File: src/rtl/pipelined_adder_tree_32.sv
// Five-stage pipelined reduction of 32 signed 8-bit lanes plus a 16-bit carry-in operand.
// Result wraps modulo 2^DIM_WIDTH; one vector accepted and one result produced every clock.
module pipelined_adder_tree_32 #(
  parameter int unsigned INPUT_NUM   = 32,
  parameter int unsigned INPUT_WIDTH = 8,
  parameter int unsigned DIM_WIDTH   = 16
) (
  input  logic                                   clk,
  input  logic                                   reset,
  input  logic [INPUT_NUM-1:0][INPUT_WIDTH-1:0]  inputs,
  input  logic [DIM_WIDTH-1:0]                   last_in,
  output logic [DIM_WIDTH-1:0]                   out
);

  localparam int unsigned N1 = INPUT_NUM / 2;
  localparam int unsigned N2 = N1 / 2;
  localparam int unsigned N3 = N2 / 2;
  localparam int unsigned N4 = N3 / 2;

  localparam int unsigned W1 = INPUT_WIDTH + 1;
  localparam int unsigned W2 = INPUT_WIDTH + 2;
  localparam int unsigned W3 = INPUT_WIDTH + 3;
  localparam int unsigned W4 = INPUT_WIDTH + 4;
  localparam int unsigned W5 = INPUT_WIDTH + 5;

  // last_in must wait out the four tree levels before meeting the tree sum
  localparam int unsigned LastDelay = 4;

  logic [W1-1:0]        l1_d [N1];
  logic [W1-1:0]        l1_q [N1];
  logic [W2-1:0]        l2_d [N2];
  logic [W2-1:0]        l2_q [N2];
  logic [W3-1:0]        l3_d [N3];
  logic [W3-1:0]        l3_q [N3];
  logic [W4-1:0]        l4_d [N4];
  logic [W4-1:0]        l4_q [N4];
  logic [DIM_WIDTH-1:0] ld_d [LastDelay];
  logic [DIM_WIDTH-1:0] ld_q [LastDelay];
  logic [W5-1:0]        tree_sum;
  logic [DIM_WIDTH-1:0] out_d;
  logic [DIM_WIDTH-1:0] out_q;

  // Every level sign-extends both operands by one bit so the pairwise sum cannot overflow.
  always_comb begin
    for (int k = 0; k < N1; k++) begin
      l1_d[k] = {inputs[2*k][INPUT_WIDTH-1], inputs[2*k]}
              + {inputs[2*k+1][INPUT_WIDTH-1], inputs[2*k+1]};
    end
    for (int k = 0; k < N2; k++) begin
      l2_d[k] = {l1_q[2*k][W1-1], l1_q[2*k]} + {l1_q[2*k+1][W1-1], l1_q[2*k+1]};
    end
    for (int k = 0; k < N3; k++) begin
      l3_d[k] = {l2_q[2*k][W2-1], l2_q[2*k]} + {l2_q[2*k+1][W2-1], l2_q[2*k+1]};
    end
    for (int k = 0; k < N4; k++) begin
      l4_d[k] = {l3_q[2*k][W3-1], l3_q[2*k]} + {l3_q[2*k+1][W3-1], l3_q[2*k+1]};
    end
    ld_d[0] = last_in;
    for (int k = 1; k < LastDelay; k++) begin
      ld_d[k] = ld_q[k-1];
    end
    tree_sum = {l4_q[0][W4-1], l4_q[0]} + {l4_q[1][W4-1], l4_q[1]};
    out_d    = {{(DIM_WIDTH-W5){tree_sum[W5-1]}}, tree_sum} + ld_q[LastDelay-1];
  end

  always_ff @(posedge clk or negedge reset) begin
    if (!reset) begin
      l1_q  <= '{default: '0};
      l2_q  <= '{default: '0};
      l3_q  <= '{default: '0};
      l4_q  <= '{default: '0};
      ld_q  <= '{default: '0};
      out_q <= '0;
    end else begin
      l1_q  <= l1_d;
      l2_q  <= l2_d;
      l3_q  <= l3_d;
      l4_q  <= l4_d;
      ld_q  <= ld_d;
      out_q <= out_d;
    end
  end

  assign out = out_q;

endmodule

File: config.mk
export PLATFORM = sky130hd
export DESIGN_NAME = pipelined_adder_tree_32
export DESIGN_NICKNAME = d
export VERILOG_FILES = /design/src/rtl/pipelined_adder_tree_32.sv
export SDC_FILE = /design/constraint.sdc
export NUM_CORES = 1
export LEC_CHECK = 0
export ABC_AREA = 1
export BUFFER_PORTS_ARGS = -buffer_cell sky130_fd_sc_hd__clkbuf_2
export CORE_ASPECT_RATIO = 0.75
export CORE_MARGIN = 5
export CORE_UTILIZATION = 45
export DETAILED_ROUTE_END_ITERATION = 8
export HOLD_SLACK_MARGIN = 0.08
export PLACE_DENSITY = 0.76
export REMOVE_ABC_BUFFERS = 1
export SLEW_MARGIN = 30
export SYNTH_ARGS = -nofsm -noshare
export SYNTH_HDL_FRONTEND = slang
export SYNTH_SLANG_ARGS = --single-unit
File: constraint.sdc
create_clock -name clk -period 2.6 [get_ports clk]
set_input_delay 0.26 -clock clk [delete_from_list [all_inputs] [get_ports clk]]
set_output_delay 0.26 -clock clk [all_outputs]
set_load 0.02 [all_outputs]
Word level (Yosys, flattened, before mapping)
Index checks and enable logic that the tools add are counted.
- bits in registers: 372
- output and inout bits: 16
- word-level logic and storage cells: 67
- add/subtract/negate cells: 32
- operators with widths (kind ; number):
    8-bit by 8-bit adder with 9-bit output ; 16
    9-bit by 9-bit adder with 10-bit output ; 8
    10-bit by 10-bit adder with 11-bit output ; 4
    11-bit by 11-bit adder with 12-bit output ; 2
    16-bit adder ; 1
    12-bit by 12-bit adder with 13-bit output ; 1

Depth between registers and ports, before layout
Gate-level depths: netlist of run 1.
- word-level depth: 2
- depth in mapped cells: 18
- mapped depth without buffers: 18

Least setup slack after synthesis of run 1
Ideal clock, no wire load.
- path kind: register -> register
- start point: register l4_q[2] (netlist bit)
- end point: register out_q[14] (netlist: out[14])
- library setup time: 0.117 ns
- data arrival time: 2.459 ns
- required time: 2.483 ns
- slack: 0.025 ns
- cell stages (with the launch flop): 15
- path buffers: 0
- period minus slack after synthesis: 2.575 ns
- cell sequence: dfrtp_1 ha_1 a21oi_1 o21ai_1 a21oi_1 o21ai_1 xor2_1 ha_1 a21o_1 nor2_1 nor2_1 nor3_1 nand2_1 nand2_1 nand2_1
- longest elaborated chain between the ends: 2
- ends and longest elaborated chain (element ; RTL line ; RTL):
    start, declared ; 36 ; logic [W4-1:0] l4_q [N4];
    start signal, assigned ; 78 ; l4_q <= l4_d;
    12-bit by 12-bit adder with 13-bit output ; 62 ; tree_sum = {l4_q[0][W4-1], l4_q[0]} + {l4_q[1][W4-1], l4_q[1]};
    16-bit adder ; 63 ; out_d = {{(DIM_WIDTH-W5){tree_sum[W5-1]}}, tree_sum} + ld_q[LastDelay-1];
    net out_d[14] ; 40 ; logic [DIM_WIDTH-1:0] out_d;
    end signal, assigned ; 80 ; out_q <= out_d;
    end, declared ; 41 ; logic [DIM_WIDTH-1:0] out_q;
The timed path passes the listed nets, and every way through them passes these cells.

Final worst setup path of run 1
- start point: register l4_q[12] (netlist bit)
- end point: register out_q[14] (netlist: out[14])
The elaborated chain is that of the path after synthesis.

==> results of run 1 <==
layer usage:
metal	track usage, %	up-vias
li1	-	7757
met4	3.68	0
met3	2.84	67
met5	0	-
met1	24.2	7358
met2	28.8	292
repair_timing:
| action | CTS | global route |
|---|---|---|
| pin swaps | 6 | 47 |
| hold buffers | 78 | 0 |
| setup buffers | 3 | 9 |
| endpoints found under the setup margin | 9 | 10 |
| hold endpoints to repair | 109 | 0 |
| gates resized for setup | 25 | 71 |
report_power, final:
part,internal (mW),switching (mW)
Combinational,8.57,10.7
Sequential,7.76,0.855
Clock,3.05,2.15
Total,19.4,13.7
worst register-to-register path, delay by kind of cell, from the launching register on:
family          cells  cell delay, ns
fa+ha+maj           3            0.92
simple gates        9            0.84
flops               1            0.34
compound gates      2            0.26
buf+inv             3            0.24
xor+xnor            1            0.14
state kept, by name, summed over array words and instances, names as in the netlist:
signal  count
l1_q      144
l2_q       80
l3_q       44
l4_q       24
ld_d       48
ld_q       16
out        16
cell usage after synthesis:
cell and n:
o2111ai_1 6, o211ai_1 18, a31oi_1 35, o21ai_2 1
o21bai_1 4, a211o_1 8, nor2_2 2, o21ai_1 32
nand2_1 373, nand3_1 73, xor2_1 131, and2_1 1
o21ai_0 14, dfrtp_1 372, a21oi_1 126, inv_1 262
xnor2_1 81, nand3b_1 17, a21o_1 50, ha_1 291
a21oi_2 1, nand3_2 3, nor2_1 44, nand4_1 28
nor3_1 31, o21ai_4 1, a22o_1 14, nand2_2 4
fa_1 32
worst min path at each step:
stage | to | depth (start not counted) | slack, ns | start
after floorplan | l1_q[0]$_DFF_PN0_ | 0 | -0.04 | reset
after global placement | l1_q[134]$_DFF_PN0_ | 1 | 0.25 | reset
final | l1_q[34]$_DFF_PN0_ | 3 | 0.10 | inputs[199]
after detailed placement | l1_q[134]$_DFF_PN0_ | 1 | 0.27 | reset
after CTS | l1_q[124]$_DFF_PN0_ | 3 | 0.08 | inputs[47]
after global routing | l1_q[124]$_DFF_PN0_ | 3 | 0.09 | inputs[47]
cell type report:
class                           count  share of cell area (%)
Sequential cell                   372                    36.0
Clock buffer                       50                    4.09
Inverter                          262                    3.81
Timing Repair Buffer              414                    10.4
Multi-Input combinational cell   1421                    42.4
Tap cell                          595                    2.88
Clock inverter                     11                   0.450
layout by cell type (no fill, tap or decap), types with 15 or more instances in the layout:
cell type,netlist,final
fa_1,32,31
a21oi_1,126,112
nor2_1,44,37
ha_1,291,278
clkbuf_2,0,288
nand3b_1,17,17
nand2_1,373,360
o21ai_1,32,31
nand3_1,73,70
a21o_1,50,50
nor3_1,31,29
a31oi_1,35,35
xnor2_1,81,76
clkbuf_16,0,39
buf_4,0,33
nand2_2,4,15
xor2_1,131,127
nand4_1,28,28
dfrtp_1,372,372
o211ai_1,18,18
dlygate4sd3_1,0,78
inv_1,262,257
stage by stage:
stage	TNS [ns]	cell area [um^2]	utilization (%)	setup WS [ns]	hold WS (ns)
after global routing	-2.16	25800	56.4	-0.410	0.0906
after detailed placement	-1.15	23300	50.9	-0.267	0.266
after CTS	-0.133	25400	55.5	-0.0397	0.0801
final	-0.920	25800	56.4	-0.220	0.105
after global placement	-0.233	23300	50.9	-0.106	0.251
after floorplan	0	20800	-	0.0247	-0.0356
cells by family (layout without fill, tap and decap cells):
kind of cell / count (synthesis) / in the layout / share of synthesized area, %
AO/OA/AOI/OAI: 310 / 310 / 9.13
XOR/XNOR: 212 / 212 / 8.93
adder cells (fa/ha/maj): 323 / 323 / 20.6
buffers and inverters: 262 / 737 / 4.73
flip-flops: 372 / 372 / 44.8
AND/OR/NAND/NOR: 576 / 576 / 11.8
==> results.py, run 1 <==
metrics = {
    "synthesis": {
        "ys_ff_latch": 372,
        "synth_cells": 2055,
        "synth_area_leaders": "dfrtp_1 (45%), ha_1 (18%), nand2_1 (6.7%)",
        "syn-cell-area_um2": 20800,
        "yosys_warnings": 0,
        "synth_top_area_share_pct": 44.8,
        "postSynthAreaPerCell_um2": 10.1,
        "yosysTopAreaCell": "dfrtp_1",
        "ys_seq_area_share_pct": 44.8,
        "ys_types": 29,
    },
    "clock_tree": {
        "cts_buffers": 37,
        "root_buffer": "clkbuf_16",
        "cts_tree": "done",
        "clockBufferDepth": 3,
        "clk_pin_slew_worst_paths_ns": 0.06,
        "htree_levels": 2,
        "clock_sinks": 372,
        "insertion_delay_ns": 0.53,
    },
    "sta": {
        "finalWorstSetupSlack_ns": -0.220,
        "fmax_mhz": 355,
        "fin_crit_sh_pct": 108,
        "hold_viol_final": 0,
        "rsz0062_at_grt": "true",
        "finalSetupViolCount": 6,
        "clock-skew-final_ns": 0.0189,
        "slew_headroom_pct": 63.4,
        "slew_viol_final": 0,
        "worstMarginPinSlew_ns": 0.549,
        "fin_crit_ns": 2.82,
    },
    "layout": {
        "fin_cells": 3125,
        "fill_cells": 3767,
        "fin_nets": 3105,
        "antennaDiodeCount": 0,
        "area_growth_pct": 24.3,
        "ff_latch_area_um2": 9310,
        "multi_input_area_um2": 10900,
        "drive_above_1_share_pct": 18.7,
    },
    "placement": {
        "gp_congestion": 0.902,
        "post-dp-hpwl_um": 34300,
        "port-buffer-count": 289,
        "post-place-cells": 2975,
    },
    "route": {
        "ant_nets": 0,
        "vias": 15500,
        "highest_layer": "met4",
        "via_per_inst": 4.95,
        "drt_iter0_drc": 696,
        "routed_wl_um": 44800,
        "wl_per_cell_um": 14.3,
        "drc": 0,
        "drtPass1Iterations": 5,
        "wl_met2_um": 21200,
        "wl_met3_um": 1760,
        "met1_length_um": 21100,
    },
    "floorplan": {
        "chipWidth_um": 258,
        "core_um2": 45900,
        "die_h_um": 196,
        "rows": 68,
        "dieArea_um2": 50600,
        "start_util_pct": 45.3,
        "ioPinCount": 290,
    },
    "global_routing": {
        "gr-usage-all-layers_pct": 17.3,
        "antenna_found_initial": 0,
        "grt_pass1_vias": 16200,
        "grt_pass1_wl_um": 74800,
        "grt-ovfl-total": 0,
        "grt_start_max_net_pins": 72,
    },
    "setup_path": {
        "cpLargestDelayFamily": "adder cells",
        "reg2reg_slack_ns": -0.22,
        "critPathCapture": "out[14]$_DFF_PN0_",
        "crit_slowest_cell": "fa_2",
        "crit_path_start": "l4_q[12]$_DFF_PN0_",
        "critical_path.max_stage_delay_ns": 0.39,
        "worst-setup-path-type": "register to register",
        "worstReg2RegEnd": "out[14]$_DFF_PN0_",
        "cp_data_arrival_time_ns": 3.24,
        "start_kind": "register",
        "cp_max_fo": 3,
        "path_cells": "ha_2 -> inv_2 -> fa_2 -> o21ai_4 -> buf_6 -> a21oi_4 -> nor2_2 -> nor2_2 -> xnor2_2 -> ha_1 -> nand2_2 -> inv_2 -> nand3_2 -> nor2_2 -> nor3_2 -> nand2_1 -> nand2_1 -> nand2_1",
        "worst-path-stages": 18,
        "worst-path-buf-inv": 3,
        "reg2regPathDepth": 18,
        "r2r_start": "l4_q[12]$_DFF_PN0_",
        "crit_required_ns": 3.02,
        "cp-end-kind": "register",
    },
    "pwr": {
        "total_power_mw": 33.1,
        "p_leak_nw": 13.6,
        "powerDensity_nw_per_um2": 1280,
        "ir_drop_uv": 1060,
    },
    "outcome": {
        "outcome": "complete, but fails checks",
        "failed_checks": "setup timing",
    },
    "min_path": {
        "hold_class": "primary input to register",
    },
    "job": {
        "cap_violations": 0,
    },
}
No activity file was read; power rests on OpenSTA's default activity.
==> inputs of run 2 (changes only) <==
--- a/config.mk
+++ b/config.mk
@@ -6,10 +6,11 @@
 export NUM_CORES = 1
 export LEC_CHECK = 0
 export ABC_AREA = 1
-export BUFFER_PORTS_ARGS = -buffer_cell sky130_fd_sc_hd__clkbuf_2
+export BUFFER_PORTS_ARGS = -buffer_cell sky130_fd_sc_hd__buf_4
 export CORE_ASPECT_RATIO = 0.75
 export CORE_MARGIN = 5
 export CORE_UTILIZATION = 45
+export CTS_CLUSTER_SIZE = 24
 export DETAILED_ROUTE_END_ITERATION = 8
 export HOLD_SLACK_MARGIN = 0.08
 export PLACE_DENSITY = 0.76
==> run 2 against run 1 <==
Against the previous run:
- non-clock buffer count grew 10
- cell area rose by 3.4%
- fmax rose by 1.7%
- final cell count is 0.38% higher
- sequential share of layout area is 1.2 points lower
- register-to-register slack better by 0.05 ns
- combinational power about the same
- clock skew is 0.0064 ns lower
- clock power increased by 6.9%
- the flow still finishes with violations (setup timing)
- critical path type unchanged
- largest power group unchanged
- routed wire length is 0.25% higher
- count of clock-buffer cells in the layout is the same
- critical path depth decreased by 3
==> results.py, run 2 (synthesis gave the netlist of run 1 again) <==
metrics = {
    "floorplan": {
        "die_h_um": 196,
        "core_um2": 45900,
        "rows": 68,
        "ioPinCount": 290,
        "dieArea_um2": 50600,
        "start_util_pct": 45.3,
        "chipWidth_um": 258,
    },
    "layout": {
        "layout_commonest_cell": "dfrtp_1",
        "antennaDiodeCount": 0,
        "fill_cells": 3666,
        "mostFrequentLayoutCells": "dfrtp_1 (372), nand2_1 (363), buf_4 (333)",
        "top_register": "l1_q",
        "largest_reg_flops": 144,
        "drive_above_1_share_pct": 18.8,
        "ff_latch_area_um2": 9310,
        "area_growth_pct": 28.5,
        "stdcell_area_um2": 26700,
        "fin_nets": 3116,
        "multi_input_area_um2": 10900,
    },
    "sta": {
        "hold_viol_final": 0,
        "fin_crit_sh_pct": 107,
        "finalSetupViolCount": 5,
        "rsz0062_at_grt": "true",
        "slew_headroom_pct": 63.0,
        "fmax_mhz": 361,
        "finalWorstSetupSlack_ns": -0.172,
        "worstMarginPinSlew_ns": 0.555,
        "fin_crit_ns": 2.77,
        "clock-skew-final_ns": 0.0124,
        "slew_viol_final": 0,
    },
    "placement": {
        "gp_congestion": 0.886,
        "placed_cell_area_um2": 24100,
        "post-dp-hpwl_um": 34200,
        "post-place-ws_ns": -0.227,
        "port-buffer-count": 289,
    },
    "global_routing": {
        "grt-ovfl-total": 0,
        "grt_start_max_net_pins": 73,
        "gr-usage-all-layers_pct": 17.5,
        "antenna_found_initial": 0,
        "grt_pass1_vias": 16000,
        "grt_pass1_wl_um": 75000,
    },
    "clock_tree": {
        "clockBufferDepth": 3,
        "root_buffer": "clkbuf_16",
        "clk_pin_slew_worst_paths_ns": 0.06,
        "insertion_delay_ns": 0.53,
        "clock_sinks": 372,
        "cts_tree": "done",
        "htree_levels": 2,
        "cts_buffers": 38,
    },
    "job": {
        "cap_violations": 0,
    },
    "route": {
        "ant_nets": 0,
        "drtPass1Iterations": 5,
        "routed_wl_um": 44900,
        "drc": 0,
        "vias": 15400,
        "drt_iter0_drc": 690,
        "via_per_inst": 4.92,
        "wl_per_cell_um": 14.3,
    },
    "setup_path": {
        "path_cells": "ha_2 -> inv_2 -> fa_2 -> o21ai_4 -> a21oi_2 -> nor2_1 -> nor2_2 -> xnor2_2 -> ha_1 -> nand2_1 -> inv_2 -> buf_6 -> a21oi_2 -> o21ai_1 -> xor2_1",
        "worst-path-buf-inv": 3,
        "start_kind": "register",
        "crit_required_ns": 3.00,
        "cp_max_fo": 3,
        "critical_path.max_stage_delay_ns": 0.37,
        "cp_data_arrival_time_ns": 3.17,
        "crit_slowest_cell": "fa_2",
        "cp-end-kind": "register",
        "cpLargestDelayFamily": "adder cells",
        "worst-setup-path-type": "register to register",
    },
    "pwr": {
        "powerDensity_nw_per_um2": 1260,
        "total_power_mw": 33.8,
        "p_leak_nw": 13.8,
        "ir_drop_uv": 1100,
    },
    "outcome": {
        "failed_checks": "setup timing",
        "outcome": "complete, but fails checks",
    },
    "min_path": {
        "hold_class": "primary input to register",
    },
}
## run 2: final cells by class
class | count | share of cell area (%)
Inverter | 262 | 3.69
Clock inverter | 13 | 0.763
Multi-Input combinational cell | 1421 | 40.9
Sequential cell | 372 | 34.8
Clock buffer | 50 | 4.03
Tap cell | 595 | 2.79
Timing Repair Buffer | 424 | 13.0
## run 2: repair_timing
item,4_1_cts,5_1_grt
hold buffers,81,0
setup buffers,5,12
resized for setup,20,66
pin swaps,12,33
endpoints found under the setup margin,9,10
hold endpoints to repair,112,0
## run 2: path summary, 6_finish.rpt
path	startpoint	to	slack, ns	cells after the start
setup / recovery	l4_q[12]$_DFF_PN0_	out[12]$_DFF_PN0_	-0.17	15
hold / removal	inputs[135]	l1_q[70]$_DFF_PN0_	0.11	3
setup reg to reg	l4_q[12]$_DFF_PN0_	out[12]$_DFF_PN0_	-0.17	15
hold reg to reg	ld_d[4]$_DFF_PN0_	ld_q[4]$_DFF_PN0_	0.35	0
max in group asynchronous	reset	l1_q[93]$_DFF_PN0_	1.55	3
min in group asynchronous	reset	l1_q[134]$_DFF_PN0_	0.31	2
## run 2: tightest hold or removal path, stage by stage
cell and delay, ns:
buf_4 0.08, ha_1 0.16, xor2_1 0.07
## run 2: report_power, final
group	leakage [nW]	total, mW	internal (mW)	switching, mW
registers	4.37	8.63	7.77	0.861
logic	8.82	19.6	8.86	10.7
clock network	0.629	5.55	3.40	2.15
total	13.8	33.8	20.0	13.7
## run 2: layer usage
layer	vias up	global-route usage (%)	share of wire, %
met4	0	4.01	1.9
met5	-	0	0
met2	300	29.2	48
met3	73	2.88	4.2
li1	7772	-	-
met1	7300	24.3	46
## run 2: per-stage QoR
stage / hold slack, ns / setup TNS [ns] / util (%) / cells
2_1_floorplan: -0.0356 / 0 / - / 2055
6_report: 0.108 / -0.564 / 58.3 / 3137
5_1_grt: 0.104 / -1.56 / 58.3 / 3137
3_3_place_gp: 0.263 / -0.236 / 52.5 / 2976
3_5_place_dp: 0.271 / -1.14 / 52.5 / 2976
4_1_cts: 0.0801 / -0.328 / 57.2 / 3125
==> inputs of run 3 (changes only) <==
--- a/config.mk
+++ b/config.mk
@@ -5,7 +5,6 @@
 export SDC_FILE = /design/constraint.sdc
 export NUM_CORES = 1
 export LEC_CHECK = 0
-export ABC_AREA = 1
 export BUFFER_PORTS_ARGS = -buffer_cell sky130_fd_sc_hd__buf_4
 export CORE_ASPECT_RATIO = 0.75
 export CORE_MARGIN = 5
==> run 3 against run 2 <==
Against the previous run:
- the flow still finishes with violations (setup timing)
- setup slack worse by 0.36 ns
- clock skew is 0.00064 ns lower
- routed wire length up 0.30%
- synthesized cell count shrank 8.3%
- total power is 5.0% lower
- clock power up 4.5%
- cell area shrank 0.68%
- count of clock-buffer cells in the layout grew 6
- via count down 3.0%
- sequential cell count stayed put
- global-route usage grew 0.32 points
==> results.py, run 3 <==
metrics = {
    "outcome": {
        "outcome": "complete, but fails checks",
        "failed_checks": "setup timing",
    },
    "route": {
        "drt_iter0_drc": 506,
        "routed_wl_um": 45000,
        "wl_per_cell_um": 15.0,
        "via_per_inst": 4.99,
        "ant_nets": 0,
        "drtPass1Iterations": 5,
        "drc": 0,
        "vias": 15000,
    },
    "setup_path": {
        "cp-end-kind": "register",
        "crit_slowest_cell": "dfrtp_1",
        "crit_required_ns": 3.04,
        "worst-path-buf-inv": 1,
        "start_kind": "register",
        "cpLargestDelayFamily": "compound AO/OA/AOI/OAI gates",
        "cp_data_arrival_time_ns": 3.57,
        "worst-setup-path-type": "register to register",
        "critical_path.max_stage_delay_ns": 0.38,
        "cp_max_fo": 4,
        "path_cells": "ha_1 -> a21o_1 -> a21oi_2 -> o21ai_1 -> a31o_2 -> a21oi_4 -> xnor2_2 -> ha_1 -> buf_4 -> nand4_1 -> nor2_2 -> a21oi_4 -> o31ai_2 -> xor2_1",
    },
    "global_routing": {
        "grt_pass1_vias": 16000,
        "grt.busiest_layer": "met2",
        "grt-ovfl-total": 0,
        "met1_usage_pct": 23.5,
        "grt_pass1_wl_um": 75000,
        "grt_start_max_net_pins": 76,
        "use_met2_pct": 30.5,
        "antenna_found_initial": 3,
        "gr-usage-all-layers_pct": 17.8,
        "met3_usage_pct": 3.19,
    },
    "sta": {
        "slew_viol_final": 0,
        "rsz0062_at_grt": "true",
        "fin_crit_sh_pct": 120,
        "hold_viol_final": 0,
        "finalSetupViolCount": 10,
        "finalWorstSetupSlack_ns": -0.532,
        "fin_crit_ns": 3.13,
        "slew_headroom_pct": 59.7,
        "worstMarginPinSlew_ns": 0.604,
        "fmax_mhz": 319,
        "clock-skew-final_ns": 0.0118,
    },
    "pwr": {
        "ir_drop_uv": 949,
        "p_sw_share_pct": 37.9,
        "combPwrFrac_pct": 55.3,
        "total_power_mw": 32.1,
        "seq_power_share_pct": 26.6,
        "internal_power_mw": 19.9,
        "switchingPower_mw": 12.1,
        "powerDensity_nw_per_um2": 1210,
        "p_leak_nw": 12.9,
        "pwr-share-clk_pct": 18.1,
    },
    "clock_tree": {
        "clockBufferDepth": 3,
        "clock_sinks": 372,
        "cts_tree": "done",
        "cts_buffers": 38,
        "htree_levels": 2,
        "root_buffer": "clkbuf_16",
        "clk_pin_slew_worst_paths_ns": 0.06,
        "insertion_delay_ns": 0.52,
    },
    "layout": {
        "top_register": "l1_q",
        "layout_commonest_cell": "dfrtp_1",
        "stdcell_area_um2": 26500,
        "drive_above_1_share_pct": 19.1,
        "mostFrequentLayoutCells": "dfrtp_1 (372), buf_4 (343), ha_1 (289)",
        "largest_reg_flops": 144,
        "fill_cells": 3511,
        "area_growth_pct": 29.7,
        "multi_input_area_um2": 10500,
        "ff_latch_area_um2": 9310,
        "fin_nets": 2981,
    },
    "synthesis": {
        "synthAdderAreaFrac_pct": 20.9,
        "yosys_warnings": 0,
        "synth_area_leaders": "dfrtp_1 (45%), ha_1 (18%), xnor2_1 (5.4%)",
        "postSynthAreaPerCell_um2": 10.9,
        "ys_top_cells_by_count": "dfrtp_1 (372), ha_1 (291), inv_1 (209), nor2_1 (178), xnor2_1 (126)",
        "yosys.area_share.simple_pct": 9.44,
        "synth_most_common_cell": "dfrtp_1",
        "synth-compound-area-share_pct": 12.9,
        "synth_mux_area_share_pct": 0.0489,
        "async_flop_share_pct": 100,
        "ys_types": 55,
        "synth_top_area_share_pct": 45.5,
        "synth_xor_area_share_pct": 7.36,
        "synth_cells": 1884,
        "ys_ff_latch": 372,
        "synth-edff-count": 0,
        "syn-cell-area_um2": 20500,
        "synth-main-ff-cell": "dfrtp_1",
        "yosysTopAreaCell": "dfrtp_1",
        "ys_seq_area_share_pct": 45.5,
        "synth_top_family_by_area": "adder cells",
    },
    "job": {
        "cap_violations": 0,
    },
    "floorplan": {
        "core_um2": 44800,
        "rows": 67,
        "ioPinCount": 290,
        "start_util_pct": 45.6,
        "die_h_um": 195,
        "chipWidth_um": 256,
        "dieArea_um2": 49900,
    },
    "placement": {
        "post-place-ws_ns": -0.675,
        "placed_cell_area_um2": 23900,
        "post-dp-hpwl_um": 34200,
        "gp_congestion": 0.848,
        "port-buffer-count": 289,
    },
    "min_path": {
        "hold_class": "primary input to register",
    },
}
==> run 3: cell types whose count changed after synthesis, moves of 62 or more <==
cell	delta
nor2_1	+134
a21boi_0	+62
nand2_1	-322
xor2_1	-85
o21ai_0	+81
nand3_1	-65
==> run 3: area by class of cell <==
class	instances	share of cell area (%)
Multi-Input combinational cell	1303	39.7
Tap cell	586	2.76
Clock buffer	56	4.49
Clock inverter	13	0.669
Timing Repair Buffer	460	14.3
Antenna cell	4	0.0377
Sequential cell	372	35.1
Inverter	209	2.96
==> run 3: worst reg2reg max path, stage by stage (launching register included) <==
cell     delay (ns)
dfrtp_1        0.38
ha_1           0.30
a21o_1         0.20
a21oi_2        0.18
o21ai_1        0.11
a31o_2         0.27
a21oi_4        0.16
xnor2_2        0.08
ha_1           0.32
buf_4          0.15
nand4_1        0.21
nor2_2         0.20
a21oi_4        0.08
o31ai_2        0.24
xor2_1         0.17
==> run 3: kinds of logic (layout without fill, tap and decap cells) <==
family          after synthesis  after routing
compound gates              409            409
simple gates                398            398
flops                       372            372
fa+ha+maj                   323            323
buf+inv                     209            738
xor+xnor                    172            172
mux                           1              1
other cells                   0              4
==> run 3: power by group through the flow <==
stage	sequential, mW	combinational, mW	clock [mW]
2_1_floorplan	8.40	10.9	0
3_3_place_gp	8.59	15.4	0
3_5_place_dp	8.62	16.1	0
4_1_cts	8.54	17.1	6.00
5_1_grt	8.67	19.7	6.23
6_report	8.52	17.7	5.80
==> run 3: through the flow <==
step / hold WS (ns) / setup TNS [ns] / utilization (%) / cells
floorplan: -0.0356 / -1.61 / - / 1884
global placement: 0.280 / -3.28 / 53.2 / 2818
detailed placement: 0.289 / -4.61 / 53.2 / 2818
CTS: 0.0802 / -4.24 / 58.9 / 2997
global route: 0.0915 / -5.82 / 59.2 / 3002
finish: 0.102 / -4.21 / 59.2 / 3003
==> run 3: routing by layer <==
layer  up-vias  routed length [um]
li1       7468                   -
met1      7178               20200
met2       260               21800
met3        78                1950
met4         0                1050
met5         -                   0
==> run 3: worst paths after layout <==
kind | slack (ns) | depth (start not counted) | from | endpoint
hold / removal | 0.10 | 3 | inputs[35] | l1_q[120]$_DFF_PN0_
max in group asynchronous | 1.47 | 3 | reset | l1_q[5]$_DFF_PN0_
hold reg to reg | 0.35 | 0 | ld_d[8]$_DFF_PN0_ | ld_q[8]$_DFF_PN0_
min in group asynchronous | 0.31 | 2 | reset | l1_q[47]$_DFF_PN0_
setup / recovery | -0.53 | 14 | l4_q[1]$_DFF_PN0_ | out[14]$_DFF_PN0_
setup reg to reg | -0.53 | 14 | l4_q[1]$_DFF_PN0_ | out[14]$_DFF_PN0_
==> run 3: timing repair <==
item,4_1_cts,5_1_grt
buffers inserted,3,3
endpoints found under the hold margin,135,0
gates resized for setup,27,20
pin swaps,17,26
setup endpoints to repair,10,11
hold buffers,107,0
